[config.mk]
export PLATFORM = sky130hd
export DESIGN_NAME = seq_detector_n_flat
export DESIGN_NICKNAME = d
export VERILOG_FILES = /design/src/rtl/seq_detector_n_if.sv /design/src/rtl/seq_detector_n.sv /design/src/flat_wrapper.sv
export SDC_FILE = /design/constraint.sdc
export NUM_CORES = 1
export LEC_CHECK = 0
export ABC_AREA = 1
export CAP_MARGIN = 20
export CORE_UTILIZATION = 45
export CTS_CLUSTER_DIAMETER = 40
export DETAILED_ROUTE_END_ITERATION = 10
export GPL_ROUTABILITY_DRIVEN = 1
export PLACE_DENSITY_LB_ADDON = 0.2
export RECOVER_POWER = 25
export SYNTH_ARGS = -nofsm -noshare
export SYNTH_HDL_FRONTEND = slang
export SYNTH_SLANG_ARGS = --single-unit
[constraint.sdc]
create_clock -name clock -period 2.85 [get_ports clock]
set_input_delay 0.285 -clock clock [delete_from_list [all_inputs] [get_ports clock]]
set_output_delay 0.285 -clock clock [all_outputs]
set_load 0.05 [all_outputs]
[src/rtl/seq_detector_n_if.sv]
// seq_detector_n_if: serial-stream bundle for seq_detector_n
//   en, clr, x       : sample-valid, synchronous clear, serial bit (master -> slave)
//   y                : Mealy match flag (slave -> master)
//   state            : matched-prefix length 0..N-1
//   match_count, sat : saturating match counter and its sticky overflow flag
interface seq_detector_n_if #(
  parameter int N = 4,
  parameter int CNT_W = 8
);
  localparam int SW = $clog2(N);
  logic en;
  logic clr;
  logic x;
  logic y;
  logic [SW-1:0] state;
  logic [CNT_W-1:0] match_count;
  logic sat;
  modport master (output en, clr, x, input y, state, match_count, sat);
  modport slave (input en, clr, x, output y, state, match_count, sat);
endinterface

[src/rtl/seq_detector_n.sv]
// seq_detector_n: parametrised Mealy detector of PATTERN on a serial stream
//   clock : rising-edge clock
//   reset : asynchronous active-low reset
//   bus   : seq_detector_n_if.slave (en, clr, x in; y, state, match_count, sat out)
module seq_detector_n #(
  parameter int N = 4,
  parameter logic [N-1:0] PATTERN = 4'b1101,
  parameter bit OVERLAP = 1'b1,
  parameter int CNT_W = 8
) (
  input logic clock,
  input logic reset,
  seq_detector_n_if.slave bus
);
  localparam int SW = $clog2(N);
  if (N < 2 || N > 16) begin : g_bad
    $fatal(1, "seq_detector_n: N must be in 2..16");
  end
  typedef enum logic [SW-1:0] {EMPTY = SW'(0), FULL = SW'(N - 1)} state_t;
  // Longest j such that the last j bits of (prefix of length k, then b) equal the
  // first j pattern bits, capped below N so a full match lands on its border F(N).
  function automatic int fb(input int k, input logic b);
    logic [16:0] s;
    logic ok;
    int best;
    s = '0;
    for (int i = 0; i < k; i++) s[i] = PATTERN[N-1-i];
    s[k] = b;
    best = 0;
    for (int j = 1; j <= k + 1 && j < N; j++) begin
      ok = 1'b1;
      for (int i = 0; i < j; i++) if (s[k+1-j+i] != PATTERN[N-1-i]) ok = 1'b0;
      if (ok) best = j;
    end
    return best;
  endfunction
  logic [SW-1:0] nxt0 [N];
  logic [SW-1:0] nxt1 [N];
  for (genvar k = 0; k < N; k++) begin : g_fb
    assign nxt0[k] = SW'(fb(k, 1'b0));
    assign nxt1[k] = SW'(fb(k, 1'b1));
  end
  state_t state, nxt;
  logic [CNT_W-1:0] cnt;
  logic sat;
  logic hit;
  always_comb begin
    nxt = state;
    hit = 1'b0;
    if (bus.clr) nxt = EMPTY;
    else if (bus.en) begin
      if (int'(state) >= N) nxt = EMPTY;
      else begin
        hit = reset && state == FULL && bus.x == PATTERN[0];
        nxt = hit && !OVERLAP ? EMPTY : state_t'(bus.x ? nxt1[state] : nxt0[state]);
      end
    end
  end
  always_ff @(posedge clock or negedge reset) begin
    if (!reset) begin
      state <= EMPTY;
      cnt <= '0;
      sat <= 1'b0;
    end else begin
      state <= nxt;
      cnt <= bus.clr ? '0 : hit && !(&cnt) ? cnt + 1'b1 : cnt;
      sat <= !bus.clr && (sat || (hit && &cnt));
    end
  end
  assign bus.y = hit;
  assign bus.state = state;
  assign bus.match_count = cnt;
  assign bus.sat = sat;
endmodule

[src/flat_wrapper.sv]
// flat-port wrapper written by rule: the top's interface ports become plain ports
module seq_detector_n_flat 
#(
  parameter int N = 4,
  parameter logic [N-1:0] PATTERN = 4'b1101,
  parameter bit OVERLAP = 1'b1,
  parameter int CNT_W = 8
)
  (clock, reset, bus_en, bus_clr, bus_x, bus_y, bus_state, bus_match_count, bus_sat);
  seq_detector_n_if #(.N(N), .CNT_W(CNT_W)) bus_i ();
  input logic clock;
  input logic reset;
  input wire logic [$bits(bus_i.en)-1:0] bus_en;
  input wire logic [$bits(bus_i.clr)-1:0] bus_clr;
  input wire logic [$bits(bus_i.x)-1:0] bus_x;
  output wire logic [$bits(bus_i.y)-1:0] bus_y;
  output wire logic [$bits(bus_i.state)-1:0] bus_state;
  output wire logic [$bits(bus_i.match_count)-1:0] bus_match_count;
  output wire logic [$bits(bus_i.sat)-1:0] bus_sat;
  assign bus_i.en = bus_en;
  assign bus_i.clr = bus_clr;
  assign bus_i.x = bus_x;
  assign bus_y = bus_i.y;
  assign bus_state = bus_i.state;
  assign bus_match_count = bus_i.match_count;
  assign bus_sat = bus_i.sat;
  seq_detector_n #(.N(N), .PATTERN(PATTERN), .OVERLAP(OVERLAP), .CNT_W(CNT_W)) u_core (.clock(clock), .reset(reset), .bus(bus_i));
endmodule
==> impl_metrics.py <==
metrics = {
    "timing": {
        "clock_skew_ps": 7.734,
        "drv_slew": 0,
        "slew_headroom": 0.5756,
        "tightest_slew_ps": 636.7,
        "fmax_mhz": 418.0,
        "setup_tns_ps": 0,
        "timing.final.crit_share": 0.8394,
        "hold_violations": 0,
        "timing.hold.ws_ps": 530.3,
        "rsz0062_at_grt": "no",
        "period_minus_slack_ps": 2392,
        "finalSetupViolations": 0,
    },
    "routing": {
        "avgViaCountPerCell": 5.165,
        "drt_wl_total_mm": 1.506,
        "via_count": 656,
        "wl_per_cell_microns": 11.86,
        "dr.first_iter.drc_count": 16,
        "drc_errors": 0,
        "ant_nets": 0,
        "dr.pass1.iters": 4,
    },
    "finish": {
        "antenna_cells": 0,
        "fin_nets": 122,
        "regArea_sq_um": 275.3,
        "syn2layout_area_growth_pct": 27.14,
        "drive_gt1_frac": 0.1071,
        "nFillCells": 121,
        "multiInputGateArea_sq_um": 369.1,
        "finish.utilization": 0.6520,
    },
    "cts": {
        "cts_resized": 0,
        "post_cts_buffers": 0,
        "clkSinkCount": 11,
        "clock_latency_ps": 270,
        "cts_max_path_buffers": 2,
        "cts_hold_buf": 0,
        "cts-root-buf": "clkbuf_4",
        "clk_pin_slew_ps": 70,
        "numCtsBuffers": 3,
        "cts_tree": "built",
        "htreeDepth": 1,
    },
    "global_routing": {
        "antenna_found_initial": 0,
        "first_global_vias": 586,
        "grt_util_all_layers": 0.1973,
        "grt_pass1_wl_mm": 2.628,
        "gr-total-overflow": 0,
        "grt_max_degree": 13,
    },
    "placed_design": {
        "finalWeightedCongestion": 0.8722,
        "dpl.hpwl_mm": 1.120,
        "port_buffers": 16,
    },
    "status": {
        "status": "complete, no violations",
    },
    "floorplan": {
        "die_h_microns": 41.46,
        "die_area_sq_um": 1719,
        "core_sq_um": 1366,
        "die_w_microns": 41.46,
        "fp-row-count": 13,
        "ios": 17,
        "start_util": 0.5128,
    },
    "critical_path": {
        "crit_path_frequent_cell": "clkdlybuf4s50_1",
        "crit_path_start_kind": "primary input",
        "critical_path_class": "in2out",
        "r2r_slack_ps": 1350,
        "cp_data_required_time_ps": 2570,
        "critPathSlowestCell": "clkdlybuf4s50_1",
        "cp_max_fo": 12,
        "cp-end-kind": "output port",
        "path_cells": "clkdlybuf4s50_1 > inv_2 > nand2_2 > nor2_4 > clkdlybuf4s50_1",
        "worstPathArrival_ps": 2110,
        "cpPeakStageDelay_ps": 810,
    },
    "synthesis": {
        "yosys_register_bits": 11,
        "syn_area_per_cell_sq_um": 7.534,
        "synthesis.area_sq_um": 700.7,
        "seq_area_frac_synth": 0.3929,
        "syn-instance-count": 93,
        "synth_cell_type_count": 19,
        "synth_nets": 102,
        "yosys_warnings": 0,
    },
    "power_and_ir_drop": {
        "ir_worst_vdd_uv": 248.3,
        "total_power_mw": 0.3265,
        "power.density_nw_per_um2": 366.5,
        "leakage_nw": 0.4268,
    },
    "worst_hold_path": {
        "hp-class": "reg2reg",
    },
    "job": {
        "cap_violations": 0,
    },
}
## area by class of cell
class / instances / area share
clock buffer: 4 / 0.02949
tap: 15 / 0.02107
timing repair buffer: 17 / 0.1840
inverter: 10 / 0.04213
sequential: 11 / 0.3090
multi-input combinational: 70 / 0.4143
## state kept, by name, indices dropped and copies added, names as in the netlist
signal	flops
u_core.bus.match_count	8
u_core.bus.state	2
u_core.bus.sat	1
## metal layers
metal	GRT usage	part of all wire	wire length, microns	vias up
met5	0	0	0	-
met2	0.3000	0.45	680	19
met1	0.2639	0.47	713	294
li1	-	-	-	339
met3	0.08261	0.062	93	4
met4	0.03871	0.012	18	0
## layout by cell type, fill, tap and decap left out, drive strengths merged
master and n:
a21oi 2, clkbuf 5, clkdlybuf4s50 15, dfrtp 11, dlygate4sd3 1, ha 4
inv 10, nand2 27, nand3 16, nor2 11, o211ai 1, o21ai 5
o21bai 2, or2 1, xnor2 1
## synthesized netlist by cell type
cell type	number	area (sq um)
nand2_1	23	86.33
nand3_1	16	80.08
dfrtp_1	11	275.3
inv_1	9	33.78
nor2_1	9	33.78
ha_1	4	50.05
nand2_2	4	25.02
o21ai_0	4	20.02
a21oi_1	2	10.01
o21bai_1	2	15.01
buf_4	1	7.510
buf_6	1	11.26
inv_2	1	3.750
nor2_2	1	6.260
nor2_4	1	11.26
o211ai_1	1	7.510
o21ai_2	1	8.760
or2_2	1	6.260
xnor2_1	1	8.760
## power by group
part / leakage, nW / total, mW / switching, mW / internal [mW]
combinational: 0.261 / 0.0567 / 0.0371 / 0.0196
clock: 0.0150 / 0.104 / 0.0502 / 0.0542
sequential: 0.151 / 0.165 / 0.00489 / 0.161
total: 0.427 / 0.326 / 0.0921 / 0.234
## cell families (layout without fill, tap and decap cells)
family / Yosys count / count (layout) / share of synthesized area
flip-flops: 11 / 11 / 0.3929
XOR/XNOR: 1 / 1 / 0.01250
AND/OR/NAND/NOR: 55 / 55 / 0.3554
adder cells (fa/ha/maj): 4 / 4 / 0.07143
buffers and inverters: 12 / 31 / 0.08035
AO/OA/AOI/OAI: 10 / 10 / 0.08750
## stage by stage
step                std cells  instance area (sq um)  worst slack, ps
global route              127                  890.9            375.2
CTS                       127                  894.6            458.4
detailed placement        123                  868.3            461.2
global placement          123                  868.3            504.2
floorplan                  93                  700.7             1073
finish                    127                  890.9            457.7
## path summary, 6_finish.rpt
kind / startpoint / to / depth (start not counted)
max: bus_clr / bus_y / 5
min: u_core.bus.sat / u_core.bus.sat / 2
max reg2reg: u_core.bus.match_count[0] / u_core.bus.match_count[1] / 8
min reg2reg: u_core.bus.sat / u_core.bus.sat / 2
max in group asynchronous: reset / u_core.bus.match_count[1] / 2
min in group asynchronous: reset / u_core.bus.sat / 2
## worst max-delay path: cells and delay by family
| family | cells | cell delay [ps] |
|---|---|---|
| buf+inv | 3 | 1570 |
| simple gates | 2 | 250 |
Note: power is estimated with default switching activity, not from simulation.
